===== config.mk =====
export PLATFORM = sky130hd
export DESIGN_NAME = hex7seg
export DESIGN_NICKNAME = d
export VERILOG_FILES = /design/src/rtl/rca_timing_pkg.sv /design/src/rtl/rca_result_checker_hex7seg.sv
export SDC_FILE = /design/constraint.sdc
export NUM_CORES = 1
export LEC_CHECK = 0
export BUFFER_PORTS_ARGS = -buffer_cell sky130_fd_sc_hd__buf_2
export CAP_MARGIN = 20
export CORE_AREA = 8 8 45 47
export DETAILED_ROUTE_END_ITERATION = 10
export DIE_AREA = 0 0 53 55
export PLACE_DENSITY = 0.44
export SLEW_MARGIN = 40
export SYNTH_ARGS = -nofsm -noshare
export SYNTH_HDL_FRONTEND = slang
export SYNTH_SLANG_ARGS = --single-unit

===== constraint.sdc =====
create_clock -name vclk -period 1.8
set_input_delay 0.27 -clock vclk [all_inputs]
set_output_delay 0.27 -clock vclk [all_outputs]
set_load 0.1 [all_outputs]

===== src/rtl/rca_timing_pkg.sv =====
// Shared definitions for the ripple-carry-adder timing harness: checker FSM
// states and the active-low seven-segment codes for hex digits 0-F.
package rca_timing_pkg;

   typedef enum logic [1:0] {
      IDLE = 2'd0,
      RUN  = 2'd1,
      DONE = 2'd2
   } state_t;

   // Full display byte {dp,g,f,e,d,c,b,a}, active-low, decimal point off.
   localparam logic [7:0] SEG_LUT [16] = '{
      8'hC0, 8'hF9, 8'hA4, 8'hB0, 8'h99, 8'h92, 8'h82, 8'hF8,
      8'h80, 8'h90, 8'h88, 8'h83, 8'hC6, 8'hA1, 8'h86, 8'h8E
   };

   // Digit "0" with the decimal point off; the display value after reset.
   localparam logic [7:0] SEG_ZERO = 8'hC0;

   // Segment bits only (g..a) for one hex digit.
   function automatic logic [6:0] seg7(input logic [3:0] nibble);
      return SEG_LUT[nibble][6:0];
   endfunction

endpackage


===== src/rtl/rca_result_checker_hex7seg.sv =====
// Combinational hex-digit decoder: one nibble in, seven active-low segments out.
module hex7seg
   import rca_timing_pkg::*;
(
   input  logic [3:0] nibble,
   output logic [6:0] seg
);

   // Table lookup into the shared segment encodings.
   always_comb begin
      seg = seg7(nibble);
   end

endmodule


==> metrics.txt <==
CP endpoint kind=output port; Pwr Total=0.246 mW; Max Cap Viol=0; minimum clock period=1.76 ns; measured slew at the worst slew-check pin=0.264 ns; largest net degree at the start of global routing=13; final sequential cell count=0; fillcell total=around 150; area leader, netlist=ha_1; Fmax achieved=approximately 570 MHz; Yosys top cell area share=0.318; I/O Pins=11; Pre-antenna DRT Iters=2; Row Count=14; flip-flop and latch area=0 µm²; critical path data arrival time=1.49 ns; vias post-DR=280; syn_area_per_cell=8.60 µm²; WL/cell=roughly 12 µm; mux contribution to synthesized area=0.282; dpl cell area=485 µm²; Hold-fix buffers, CTS=0; Max VDD drop=0.000147 V; Yosys warning count=0; DR iter-0 viols=2; HPWL Detailed=approximately 630 µm; outcome=complete, no violations; Post-Synth Adder-Cell Area=0.318; min-delay worst type=primary input to output port; combinational family with the most area after synthesis=adder cells; fin nets=63; GP Congestion=0.741; P_leak=0.261 nW; antenna violations before repair=0; DRC=0; number of global-route vias before repair=293; RSZ-0062 raised after global routing=yes; Synthesized Nets=43; total core area=1380 µm²; Final setup viols=0; post-route cell area=slightly above 500 µm²; first-pass GRT wire length=1.21 mm; worst path required time=~1.5 ns; Port Buffer Count=11; largest cells by area after synthesis=ha_1 (32%), mux2i_1 (15%), mux4_1 (9.5%), nor2_1 (6.8%), a22o_1 (6.4%); Mapped Area=between 200 and 300 µm²; Total GRT Usage=0.0518; count leader, synth=ha_1; initial core utilization=0.199; Synth Area in Compound Gates=0.155; Simple-Gate Fraction of Synth Area=0.145; pwr/cell area=between 400 and 500 nW/µm²; Synth Area in XOR/XNOR=0; DIE WIDTH=approximately 53 µm; CP Max Fanout=4; Final Hold Viols=0; Yosys cell types=15; Area Overhead vs Synth=87.7%; top post-synthesis cells by count=ha_1 (7), nor2_1 (5), mux2i_1 (4), inv_1 (3); vias per cell=4.24; Post-DRT Antenna Nets=0; Die Footprint=a little under 3000 µm²; Syn Inst Count=32; total gr overflow=0; Seq/Total Area, Yosys=0; crit path kind=primary input to output port; die height=55 µm; final WL=772 µm; share of layout cells above drive strength 1=0.600; final slew viol count=0; # clk buffers=0; crit start category=primary input; Slew HR=0.824; Antenna Cells=0; Tcrit/Tclk final=0.977
metal layers:
metal  GRT usage  vias up  wire length [µm]
met5           0        -                 0
met4           0        0                 0
met3     0.00267        0                49
met2       0.107        6               384
met1      0.0590      126               338
li1            -      148                 -
worst paths after layout:
path              cells past startpoint  endpoint  startpoint
hold / removal                        3    seg[5]   nibble[2]
setup / recovery                      6    seg[3]   nibble[0]
logic make-up after synthesis:
logic type	Yosys count
buffers and inverters	5
AND/OR/NAND/NOR	8
adder cells (fa/ha/maj)	7
AO/OA/AOI/OAI	6
multiplexers	6
where the power goes:
part           internal (mW)  total (mW)  switching [mW]  leakage [nW]
logic                 0.0904       0.246           0.156         0.261
registers                  0           0               0             0
clock network              0           0               0             0
cell type report:
| type | instances | area, µm² | share of cell area |
|---|---|---|---|
| multi-input combinational | 27 | 269 | 0.521 |
| timing repair buffer | 20 | 214 | 0.414 |
| tap | 16 | 20.0 | 0.0387 |
| inverter | 3 | 13.8 | 0.0266 |
through the flow:
step           hold slack (ns)  instances  setup TNS (ns)  utilization  setup slack [ns]
5_1_grt                   1.06         66         -0.0166        0.373           -0.0166
3_3_place_gp              1.02         66          -0.132        0.351           -0.0658
2_1_floorplan            0.955         32          -0.550            -            -0.525
4_1_cts                   1.03         66         -0.0146        0.362           -0.0146
6_report                  1.04         66               0        0.373            0.0409
3_5_place_dp              1.02         66          -0.178        0.351           -0.0878
cell usage in the layout (no fill, tap or decap):
cell type,n
or3b_1,1
buf_8,1
ha_1,6
buf_6,1
inv_1,1
mux2_2,1
buf_12,5
buf_4,9
ha_4,1
mux2i_1,4
o21ai_2,2
and2b_2,1
buf_2,4
nor2_1,5
mux4_2,1
inv_4,1
a21oi_2,1
a22o_1,2
a32o_2,1
nand2_1,1
inv_2,1
worst max-delay path, stage by stage:
cell,delay [ns]
buf_2,0.15
inv_2,0.07
ha_1,0.27
inv_1,0.05
mux4_2,0.48
buf_8,0.19
repair_timing:
item	CTS	global route
setup endpoints to repair	3	3
pin swaps	0	0
buffers inserted	0	0
hold endpoints to repair	0	0
gates resized for setup	6	6
No activity file was read; power rests on OpenSTA's default activity.
